## src/rtl/ma_pkg.sv

```systemverilog
// Shared types and sizing for the moving-average interpolator.
// MA_INTERP_ROUND_EN selects round-half-up with saturation instead of truncation.
package ma_pkg;

    localparam int unsigned N         = 16;
    localparam int unsigned R         = 4;
    localparam int unsigned TAPS      = 16;
    localparam int unsigned TAPS_LOG2 = $clog2(TAPS);
    localparam int unsigned PHASE_W   = $clog2(R);
    localparam int unsigned PTR_W     = TAPS_LOG2;
    localparam int unsigned SUM_W     = N + TAPS_LOG2;

    typedef enum logic {
        IDLE = 1'b0,
        RUN  = 1'b1
    } state_e;

    // Scale the running sum back to sample width.
    function automatic logic [N-1:0] scale_sum(input logic [SUM_W-1:0] sum);
`ifdef MA_INTERP_ROUND_EN
        logic [SUM_W:0] rnd;
        rnd = (SUM_W+1)'(sum) + (SUM_W+1)'(TAPS / 2);
        rnd = rnd >> TAPS_LOG2;
        if (rnd > (SUM_W+1)'((1 << N) - 1)) begin
            return {N{1'b1}};
        end
        return N'(rnd);
`else
        return N'(sum >> TAPS_LOG2);
`endif
    endfunction

endpackage

```

## src/rtl/ma_interpolator_if.sv

```systemverilog
// Sample-in / beat-out valid/ready bundle for the interpolator.
interface ma_interpolator_if;
    import ma_pkg::*;

    logic [N-1:0] in_data;
    logic         in_valid;
    logic         in_ready;
    logic [N-1:0] out_data;
    logic         out_valid;
    logic         out_ready;

    modport master (
        output in_data, in_valid, out_ready,
        input  in_ready, out_data, out_valid
    );

    modport slave (
        input  in_data, in_valid, out_ready,
        output in_ready, out_data, out_valid
    );

endinterface

```

## src/rtl/ma_delay_line.sv

```systemverilog
// Circular TAPS x N history buffer; exposes the oldest entry at the write pointer.
module ma_delay_line
    import ma_pkg::*;
(
    input  logic         clk,
    input  logic         reset,
    input  logic         i_we,
    input  logic [N-1:0] i_wdata,
    output logic [N-1:0] o_oldest_c
);

    logic [N-1:0]     r_mem [TAPS];
    logic [PTR_W-1:0] r_ptr;

    assign o_oldest_c = r_mem[r_ptr];

    // Pointer wraps naturally because TAPS is a power of two.
    always_ff @(posedge clk) begin
        if (!reset) begin
            r_ptr <= '0;
            r_mem <= '{default: '0};
        end else if (i_we) begin
            r_mem[r_ptr] <= i_wdata;
            r_ptr        <= r_ptr + PTR_W'(1);
        end
    end

endmodule

```

## src/rtl/ma_interpolator.sv

```systemverilog
// Zero-order-hold upsampler by R followed by a recursive TAPS-point moving average.
// Build with MA_INTERP_ROUND_EN for rounded, saturated output.
module ma_interpolator
    import ma_pkg::*;
(
    input  logic              clk,
    input  logic              reset,
    ma_interpolator_if.slave  bus
);

    state_e             r_state, w_state_nx;
    logic [PHASE_W-1:0] r_phase, w_phase_nx;
    logic [N-1:0]       r_hold, w_hold_nx;
    logic [SUM_W-1:0]   r_sum, w_sum_nx;
    logic [N-1:0]       r_out_data, w_out_data_nx;
    logic               r_out_valid, w_out_valid_nx;

    logic               w_advance;
    logic               w_last;
    logic               w_in_ready;
    logic               w_xfer;
    logic               w_beat;
    logic [N-1:0]       w_oldest;
    logic [SUM_W-1:0]   w_sum_beat;

    ma_delay_line u_dline (
        .clk        (clk),
        .reset      (reset),
        .i_we       (w_beat),
        .i_wdata    (r_hold),
        .o_oldest_c (w_oldest)
    );

    assign w_advance  = !r_out_valid || bus.out_ready;
    assign w_last     = (r_phase == PHASE_W'(R - 1));
    assign w_in_ready = reset && ((r_state == IDLE) || ((r_state == RUN) && w_last && w_advance));
    assign w_xfer     = bus.in_valid && w_in_ready;
    assign w_beat     = (r_state == RUN) && w_advance;
    assign w_sum_beat = r_sum + SUM_W'(r_hold) - SUM_W'(w_oldest);

    assign bus.in_ready  = w_in_ready;
    assign bus.out_data  = r_out_data;
    assign bus.out_valid = r_out_valid;

    // Next-state: sample capture, beat issue and output-register update.
    always_comb begin
        w_state_nx     = r_state;
        w_phase_nx     = r_phase;
        w_hold_nx      = r_hold;
        w_sum_nx       = r_sum;
        w_out_data_nx  = r_out_data;
        w_out_valid_nx = r_out_valid;

        if (bus.out_ready) begin
            w_out_valid_nx = 1'b0;
        end

        if (r_state == IDLE) begin
            if (w_xfer) begin
                w_hold_nx  = bus.in_data;
                w_phase_nx = '0;
                w_state_nx = RUN;
            end
        end else if (w_advance) begin
            w_sum_nx       = w_sum_beat;
            w_out_data_nx  = scale_sum(w_sum_beat);
            w_out_valid_nx = 1'b1;
            if (w_last) begin
                w_phase_nx = '0;
                if (w_xfer) begin
                    w_hold_nx = bus.in_data;
                end else begin
                    w_state_nx = IDLE;
                end
            end else begin
                w_phase_nx = r_phase + PHASE_W'(1);
            end
        end
    end

    always_ff @(posedge clk) begin
        if (!reset) begin
            r_state     <= IDLE;
            r_phase     <= '0;
            r_hold      <= '0;
            r_sum       <= '0;
            r_out_data  <= '0;
            r_out_valid <= 1'b0;
        end else begin
            r_state     <= w_state_nx;
            r_phase     <= w_phase_nx;
            r_hold      <= w_hold_nx;
            r_sum       <= w_sum_nx;
            r_out_data  <= w_out_data_nx;
            r_out_valid <= w_out_valid_nx;
        end
    end

endmodule
```

## src/flat_wrapper.sv

```systemverilog
// flat-port wrapper written by rule: the top's interface ports become plain ports
module ma_interpolator_flat import ma_pkg::*;
  (clk, reset, bus_in_data, bus_in_valid, bus_out_ready, bus_in_ready, bus_out_data, bus_out_valid);
  ma_interpolator_if bus_i ();
  input  logic clk;
  input  logic reset;
  input wire logic [$bits(bus_i.in_data)-1:0] bus_in_data;
  input wire logic [$bits(bus_i.in_valid)-1:0] bus_in_valid;
  input wire logic [$bits(bus_i.out_ready)-1:0] bus_out_ready;
  output wire logic [$bits(bus_i.in_ready)-1:0] bus_in_ready;
  output wire logic [$bits(bus_i.out_data)-1:0] bus_out_data;
  output wire logic [$bits(bus_i.out_valid)-1:0] bus_out_valid;
  assign bus_i.in_data = bus_in_data;
  assign bus_i.in_valid = bus_in_valid;
  assign bus_i.out_ready = bus_out_ready;
  assign bus_in_ready = bus_i.in_ready;
  assign bus_out_data = bus_i.out_data;
  assign bus_out_valid = bus_i.out_valid;
  ma_interpolator u_core (.clk(clk), .reset(reset), .bus(bus_i));
endmodule
```

## config.mk

```make
export PLATFORM = sky130hd
export DESIGN_NAME = ma_interpolator_flat
export DESIGN_NICKNAME = d
export VERILOG_FILES = /design/src/rtl/ma_pkg.sv /design/src/rtl/ma_interpolator_if.sv /design/src/rtl/ma_delay_line.sv /design/src/rtl/ma_interpolator.sv /design/src/flat_wrapper.sv
export SDC_FILE = /design/constraint.sdc
export NUM_CORES = 1
export LEC_CHECK = 0
export CORE_UTILIZATION = 62
export CTS_CLUSTER_DIAMETER = 120
export DETAILED_ROUTE_END_ITERATION = 8
export PLACE_DENSITY = 0.8
export SYNTH_ARGS = -nofsm -noshare
export SYNTH_HDL_FRONTEND = slang
export SYNTH_HIERARCHICAL = 1
export SYNTH_SLANG_ARGS = --single-unit
```

## constraint.sdc

```tcl
create_clock -name clk -period 4.8 [get_ports clk]
set_clock_uncertainty 0.15 [all_clocks]
set_input_delay 0.96 -clock clk [delete_from_list [all_inputs] [get_ports clk]]
set_output_delay 0.96 -clock clk [all_outputs]
set_load 0.02 [all_outputs]
```

Yosys cells after proc, flatten, opt, wreduce, memory -nomap -nowiden
Index checks and enable logic that the tools add are counted.
Storage, ports and cells
  register bits: 316
  bits in latches: 0
  RAM bits: 0
  bits in read-only memories: 0
  input bits: 20
  word-level logic and storage cells: 68
  memories kept: 0
Cells by class
  $add $sub $neg: 4
  multipliers: 0
  div/mod/pow operators: 0
  $lt $le $gt $ge: 2
  equality and inequality tests: 3
  shift-type cells: 0
  mux-type cells: 21
  bitwise gates (word level): 2
  reduce and logical (&&, ||, !) cells: 13
Operators with widths (number)
  $bwmux 256: 1
  $mux 16: 7
  $bmux 16 s4: 1
  $demux 16 s4: 1
  $add 20x16->20: 1
  $sub 20x16->20: 1
  $mux 2: 4
  $mux 1: 7
  $logic_and 1x1->1: 6
  $reduce_and 2->1: 3
  $ge 5x5->1 const B: 1
  $lt 5x1->1 const B: 1
  $not 4->5: 1
  $add 4x1->4 const B: 1
  $ne 2x2->1 const B: 2
  $add 2x1->2 const B: 1
  $eq 2x2->1 const B: 1
  $logic_or 1x1->1: 2
  $reduce_bool 2->1: 1
  $logic_not 1->1: 1
  $not 1->1: 1

Longest topological paths before layout
Gate-level depths: netlist (run 1).
  word-level depth: 10
  depth in mapped cells: 16

By module
Netlist (run 1), hierarchy kept.
By module, submodules not included
  ma_delay_line: times used 1, cells each 1341, area each 11985.2 um^2
  ma_interpolator: times used 1, cells each 380, area each 3029.2 um^2

Least setup slack after synthesis (run 1)
Ideal clock, no wire load.
  path kind: register to register
  from: register u_core.u_dline.r_ptr[0]
  to: register u_core.r_sum[10]
  library setup time: 0.115 ns
  arrival: 3.561 ns
  setup slack: 0.974 ns
  cell stages (with the launch flop): 17
  path buffers: 3
  period minus slack after synthesis: 3.826 ns
  cell sequence: dfxtp_1 -> clkbuf_1 -> buf_6 -> buf_6 -> mux4_2 -> a22oi_1 -> nand2_1 -> ha_1 -> inv_1 -> ha_1 -> fa_1 -> a21oi_1 -> o21ai_1 -> a211o_1 -> a311oi_1 -> nor3_1 -> o21a_1
Between the ends
  cells in the longest elaborated chain, start to end: 5
Ends and longest elaborated chain
  start, declared: RTL line ma_delay_line.sv:13  | logic [PTR_W-1:0] r_ptr;
  start signal, assigned: RTL line ma_delay_line.sv:24  | r_ptr <= r_ptr + PTR_W'(1);
  $not 4->5 (not written as such): RTL line ma_delay_line.sv:15  | assign o_oldest_c = r_mem[r_ptr];
  $bmux 16 s4: RTL line ma_delay_line.sv:15
  $mux 16 (not written as such) (2 in series): RTL line ma_delay_line.sv:15
  named net u_core.w_oldest[0]: RTL line ma_interpolator.sv:23  | logic [N-1:0] w_oldest;
  $sub 20x16->20: RTL line ma_interpolator.sv:39  | assign w_sum_beat = r_sum + SUM_W'(r_hold) - SUM_W'(w_oldest);
  end signal, assigned: RTL line ma_interpolator.sv:93  | r_sum <= w_sum_nx;
  end, declared: RTL line ma_interpolator.sv:14  | logic [SUM_W-1:0] r_sum, w_sum_nx;
The timed path passes the listed nets, and every way through them passes these cells. The select of a mux whose other input is x is not followed.
A chain may end at the register's enable or synchronous reset.

Worst setup path after layout (run 1)
  from: register u_core.u_dline.r_ptr[0]
  to: register u_core.r_sum[17]
Same word-level chain as after synthesis.

==> results of run 1 <==
[kinds of logic after synthesis]
logic type / after synthesis
simple gates: 665
compound gates: 381
flops: 300
buf+inv: 254
mux: 65
fa+ha+maj: 41
xor+xnor: 15
[cells in the final DEF (no fill, tap or decap), types with 11 or more instances in the layout]
cell type / synthesis / final
buf_4: 31 / 25
a22oi_1: 32 / 32
o31ai_1: 15 / 15
nor2_1: 11 / 11
mux4_2: 64 / 64
dfxtp_1: 300 / 298
clkdlybuf4s50_1: 0 / 36
a21oi_1: 27 / 27
fa_1: 16 / 16
a21boi_1: 51 / 51
inv_1: 74 / 74
ha_1: 25 / 25
clkbuf_16: 0 / 31
a21boi_0: 205 / 205
nand2_1: 579 / 579
[where the power goes]
| group | internal [mW] | leakage [nW] | switching, mW |
|---|---|---|---|
| clock | 1.36 | 0.488 | 0.970 |
| sequential | 2.57 | 2.42 | 0.135 |
| combinational | 0.819 | 2.68 | 1.09 |
[critical path: stages, from the launching register on]
cell	delay [ns]
dfxtp_4	0.50
buf_12	0.28
buf_4	0.25
mux4_2	0.51
a22oi_1	0.20
nand2_1	0.10
fa_1	0.49
inv_1	0.05
ha_1	0.34
and3_2	0.22
a31o_2	0.26
a211oi_4	0.34
o21bai_1	0.15
xnor2_1	0.13
o21ai_0	0.17
[state kept, by name (all words and copies together), names as in the netlist]
| signal | count |
|---|---|
| u_core/u_dline/r_mem | 256 |
| u_core/r_sum | 20 |
| u_core/r_hold | 16 |
| u_core/u_dline/r_ptr | 4 |
| u_core/r_phase | 2 |
| u_core/bus.out_valid | 1 |
| u_core/r_state | 1 |
[stage by stage]
step           area [µm²]  total power [mW]  setup WS [ns]  std cells  hold WS (ns)
2_1_floorplan       15000              4.24          0.974       1721         0.282
3_3_place_gp        15100              4.58          0.674       1924         0.287
3_5_place_dp        15100              4.62          0.594       1924         0.293
4_1_cts             16100              6.93          0.568       1979         0.301
5_1_grt             16100              7.26          0.264       1979         0.313
6_report            16100              6.95          0.557       1979         0.299
[routing by layer]
| layer | GRT usage (%) | vias up | wire length, µm | part of all wire [%] |
|---|---|---|---|---|
| met5 | 0 | - | 0 | 0 |
| met4 | 10.7 | 0 | 1030 | 2.7 |
| met3 | 3.59 | 78 | 2490 | 6.6 |
| met2 | 53.7 | 445 | 18300 | 48 |
| met1 | 40.6 | 5793 | 16100 | 42 |
| li1 | - | 5594 | - | - |
[layout make-up]
cell class                      count  area [µm²]  share of cell area [%]
Multi-Input combinational cell   1167        7850                    48.7
Sequential cell                   300        6010                    37.3
Clock buffer                       48         920                    5.71
Timing Repair Buffer               63         579                    3.60
Tap cell                          319         399                    2.48
Inverter                           75         282                    1.75
Clock inverter                      7        63.8                   0.396
[how the worst max path moves through the flow]
stage                                 start               end  slack (ns)  depth (start not counted)
global placement    u_core/u_dline/r_ptr[0]  u_core/r_sum[15]        0.67                         14
CTS                 u_core/u_dline/r_ptr[0]  u_core/r_sum[13]        0.57                         13
detailed placement  u_core/u_dline/r_ptr[0]  u_core/r_sum[17]        0.59                         14
floorplan           u_core/u_dline/r_ptr[0]  u_core/r_sum[10]        0.97                         16
finish              u_core/u_dline/r_ptr[0]  u_core/r_sum[17]        0.56                         14
global route        u_core/u_dline/r_ptr[0]  u_core/r_sum[17]        0.26                         14
==> impl_metrics.tcl, run 1 <==
set metrics [dict create \
    outcome "complete, no violations" \
    max-vdd-ir-drop_mv 0.298 \
    synth_top_area_cell "dfxtp_1" \
    yosys.cell_types.count 64 \
    rsz0062_at_grt "no" \
    cp.arrival_ns 4.56 \
    cts_tree "built" \
    syn_area_per_cell_um2 8.72 \
    path_class "reg2reg" \
    layout-area-overhead-vs-synth_pct 7.26 \
    syn_inst 1721 \
    die_y_um 158 \
    fmax_mhz 236 \
    diodes 0 \
    antenna_found_initial 0 \
    route.detailed.drc 0 \
    hold_viol 0 \
    start_kind "flip-flop" \
    fin_setup_tns_ns 0 \
    core_um2 23600 \
    synthMuxAreaShare_pct 9.67 \
    cts_made_buffers 31 \
    rows 56 \
    wl_um 37900 \
    p_leak_nw 5.59 \
    hold-path-cell-count 2 \
    synthArstFlopShare_pct 0 \
    setup_viol 0 \
    grt_max_degree 97 \
    clk_latency_ns 0.55 \
    synth_compound_area_share_pct 18.7 \
    fin_crit_ns 4.24 \
    dpl.hpwl_um 24100 \
    synth_adder_area_share_pct 4.22 \
    final_core_util_pct 68.2 \
    firstDrtPassIters 5 \
    cts.sinks 300 \
    num_io_pins 38 \
    start_util_pct 63.6 \
    holdPathEnd "u_core/u_dline/r_mem[7]" \
    grt_pass1_vias 11522 \
    nets 1699 \
    min_path_type "reg2reg" \
    synth_simple_gate_area_share_pct 18.8 \
    reg2reg_to "u_core/r_sum[17]" \
    drtAntennaViolNets 0 \
    crit_required_ns 5.12 \
    fp.dieArea_um2 24800 \
    reg2regPathDepth 14 \
    maxSlewViolCount 0 \
    dr_total_vias 11910 \
    syn_nets 1782 \
    initialDrtViolationCount 1165 \
    htreeDepth 1 \
    cts.path.max_buffers 3 \
    synthMostInstantiatedCell "nand2_1" \
    post_cts_resized 0 \
    synth_xor_xnor_area_share_pct 0.875 \
    cts_root_buf "clkbuf_16" \
    overflow 0 \
    cp-end-kind "flip-flop" \
    die_x_um 158 \
    grt_use_total_pct 31.2 \
    clk_pin_slew_ns 0.06 \
    reg2reg_slack_ns 0.56 \
    synth_edf_count 0 \
    cap_violations 0 \
    drt-vias-per-instance 6.02 \
    cts_hold_buf 0 \
    synth_top_family_by_area "simple AND/OR/NAND/NOR gates" \
    hp-start "u_core/u_dline/r_mem[7]" \
    wl_per_cell_um 19.2 \
    post_cts_buffers 0 \
    io_buffers 37 \
    path_max_fanout 31 \
    syn_area_um2 15000 \
    synth_area_leaders "dfxtp_1 (40%), nand2_1 (14%), a21boi_0 (10%), mux4_2 (9.6%), a21boi_1 (2.6%)" \
    ys_top_cells_by_count "nand2_1 (579), dfxtp_1 (300), a21boi_0 (205)" \
    routabilityCongestion 0.893 \
    fillCellCount 1847 \
    powerDensity_nw_per_um2 431 \
    rr_startpoint "u_core/u_dline/r_ptr[0]" \
    synth_seq_cells 300 \
    period_share_pct 88.4 \
    yosysSeqAreaShare_pct 40.0 \
    ys.flop_type "dfxtp_1" \
    slew-limit-headroom_pct 32.2 \
    grt_pass1_wl_um 60100 \
    worst_pin_slew_ns 1.01 \
    yosys.area.top_type_share_pct 40.0 \
    yosys_warnings 6 \
    final_layout_size_suffix_gt1_share_pct 9.40 \
]
(Power assumes the default switching activity.)
==> inputs of run 2 (changes only) <==
--- a/config.mk
+++ b/config.mk
@@ -5,10 +5,11 @@
 export SDC_FILE = /design/constraint.sdc
 export NUM_CORES = 1
 export LEC_CHECK = 0
-export CORE_UTILIZATION = 62
+export CORE_UTILIZATION = 49
 export CTS_CLUSTER_DIAMETER = 120
 export DETAILED_ROUTE_END_ITERATION = 8
-export PLACE_DENSITY = 0.8
+export GPL_TIMING_DRIVEN = 0
+export PLACE_DENSITY = 0.66
 export SYNTH_ARGS = -nofsm -noshare
 export SYNTH_HDL_FRONTEND = slang
 export SYNTH_HIERARCHICAL = 1
==> run 2 against run 1 <==
  * Flip-flop and latch count unchanged
  * Largest cell class unchanged
  * Routed wire length up 1.4%
  * Largest power group is now the clock network
  * Worst setup slack worse by 0.36 ns
==> impl_metrics.tcl, run 2 (same netlist as run 1, synthesis figures left out) <==
set metrics [dict create \
    critPathMaxStageDelay_ns 0.54 \
    cts.path.max_buffers 3 \
    crit_family "compound AO/OA/AOI/OAI gates" \
    routabilityCongestion 0.932 \
    p_leak_nw 6.11 \
    cts_made_buffers 34 \
    path_max_fanout 10 \
    setup_viol 0 \
    htreeDepth 2 \
    rows 63 \
    powerDensity_nw_per_um2 439 \
    fin_setup_tns_ns 0 \
    max-vdd-ir-drop_mv 0.231 \
    reg.largest.list "u_core/u_dline/r_mem: 256 flops, u_core/r_sum: 20 flops, u_core/r_hold: 16 flops" \
    fin_crit_ns 4.60 \
    maxSlewViolCount 0 \
    reg2regPathDepth 15 \
    start_util_pct 50.3 \
    reg2reg_to "u_core/r_sum[10]" \
    reg2reg_slack_ns 0.20 \
    hold-path-cell-count 2 \
    layout-area-overhead-vs-synth_pct 13.7 \
    final_core_util_pct 57.2 \
    wl_um 38500 \
    crit_required_ns 5.06 \
    die_x_um 177 \
    grt_pass1_vias 11833 \
    core_um2 29900 \
    slew-limit-headroom_pct 35.9 \
    crit_chain "clkbuf_2 -> buf_6 -> buf_6 -> mux4_2 -> a22oi_1 -> nand2_1 -> fa_1 -> inv_1 -> fa_1 -> a21oi_1 -> o21ai_1 -> a211o_1 -> a311oi_1 -> nor3_1 -> o21a_1" \
    final_layout_size_suffix_gt1_share_pct 12.6 \
    firstDrtPassIters 7 \
    largest_register_ffs 256 \
    grt_max_degree 19 \
    overflow 0 \
    cts_root_buf "clkbuf_16" \
    antenna_found_initial 0 \
    wl_per_cell_um 17.4 \
    clk_latency_ns 0.52 \
    cts_tree "built" \
    io_buffers 37 \
    crit_slowest_cell "mux4_2" \
    grt_pass1_wl_um 62100 \
    start_kind "flip-flop" \
    fp.dieArea_um2 31300 \
    hp-start "u_core/u_dline/r_mem[55]" \
    nets 1855 \
    min_path_type "reg2reg" \
    outcome "complete, no violations" \
    startpoint "u_core/u_dline/r_ptr[0]" \
    final_cell_mix "nand2_1 (579), dfxtp_1 (300), a21boi_0 (205)" \
    initialDrtViolationCount 652 \
    final_common_cell "nand2_1" \
    cp-end-kind "flip-flop" \
    hold_viol 0 \
    route.detailed.drc 0 \
    worst_pin_slew_ns 0.961 \
    dpl.hpwl_um 30700 \
    rsz0062_at_grt "no" \
    diodes 0 \
    dr_total_vias 11754 \
    fmax_mhz 217 \
    clk_pin_slew_ns 0.06 \
    drtAntennaViolNets 0 \
    path_class "reg2reg" \
    holdPathEnd "u_core/u_dline/r_mem[55]" \
    largest_register "u_core/u_dline/r_mem" \
    critical_path_buf_inv_count 4 \
    num_io_pins 38 \
    die_y_um 177 \
    cts.sinks 300 \
    period_share_pct 95.9 \
    cap_violations 0 \
    rr_startpoint "u_core/u_dline/r_ptr[0]" \
    grt_use_total_pct 25.2 \
    cp.arrival_ns 4.86 \
    drt-vias-per-instance 5.32 \
]
==> run 2: worst max-delay path by stage <==
stage	endpoint	slack, ns	cells past startpoint
finish	u_core/r_sum[10]	0.20	15
global route	u_core/r_sum[10]	0.01	16
CTS	u_core/r_sum[10]	0.10	16
detailed placement	u_core/r_sum[10]	0.12	16
global placement	u_core/r_sum[10]	0.15	16
floorplan	u_core/r_sum[10]	0.97	16
==> run 2: area by class of cell <==
| class | count | area [µm²] |
|---|---|---|
| plain buffers | 179 | 896 |
| inverters | 75 | 282 |
| clock inverters | 11 | 179 |
| well taps | 390 | 488 |
| repair buffers | 37 | 370 |
| fillers | 2731 | 12800 |
| multi-input cells | 1167 | 7840 |
| flip-flops and latches | 300 | 6010 |
| clock buffers | 50 | 1020 |
==> run 2: routing by layer <==
| metal | global-route usage [%] | share of wire [%] | vias up |
|---|---|---|---|
| met5 | 0 | 0 | - |
| met4 | 5.89 | 1.8 | 0 |
| met3 | 2.77 | 4.1 | 57 |
| met2 | 45.8 | 50 | 251 |
| met1 | 31.6 | 44 | 5541 |
| li1 | - | - | 5905 |
==> run 2: worst min-delay path, stage by stage, from the launching register on <==
cell	delay, ns
dfxtp_1	0.31
nand2_1	0.05
a21boi_1	0.05
==> run 2: metrics by stage <==
step | setup slack [ns] | hold WS, ns | total power, mW | area, µm² | cells
6_report | 0.199 | 0.301 | 7.50 | 17100 | 2209
5_1_grt | 0.0119 | 0.315 | 7.84 | 17100 | 2209
4_1_cts | 0.104 | 0.303 | 7.52 | 17100 | 2209
3_5_place_dp | 0.121 | 0.296 | 4.75 | 15900 | 2148
3_3_place_gp | 0.153 | 0.287 | 4.72 | 15900 | 2148
2_1_floorplan | 0.974 | 0.282 | 4.24 | 15000 | 1721
==> run 2: what timing repair did <==
item,CTS,global route
setup endpoints to repair,0,1
hold buffers,0,0
buffers inserted,0,0
gates resized for setup,0,3
==> run 2: power breakdown <==
| part | leakage [nW] | total (mW) | internal [mW] | switching [mW] |
|---|---|---|---|---|
| sequential | 2.42 | 2.64 | 2.57 | 0.0650 |
| clock | 0.585 | 2.76 | 1.70 | 1.06 |
| combinational | 3.10 | 2.10 | 0.909 | 1.19 |
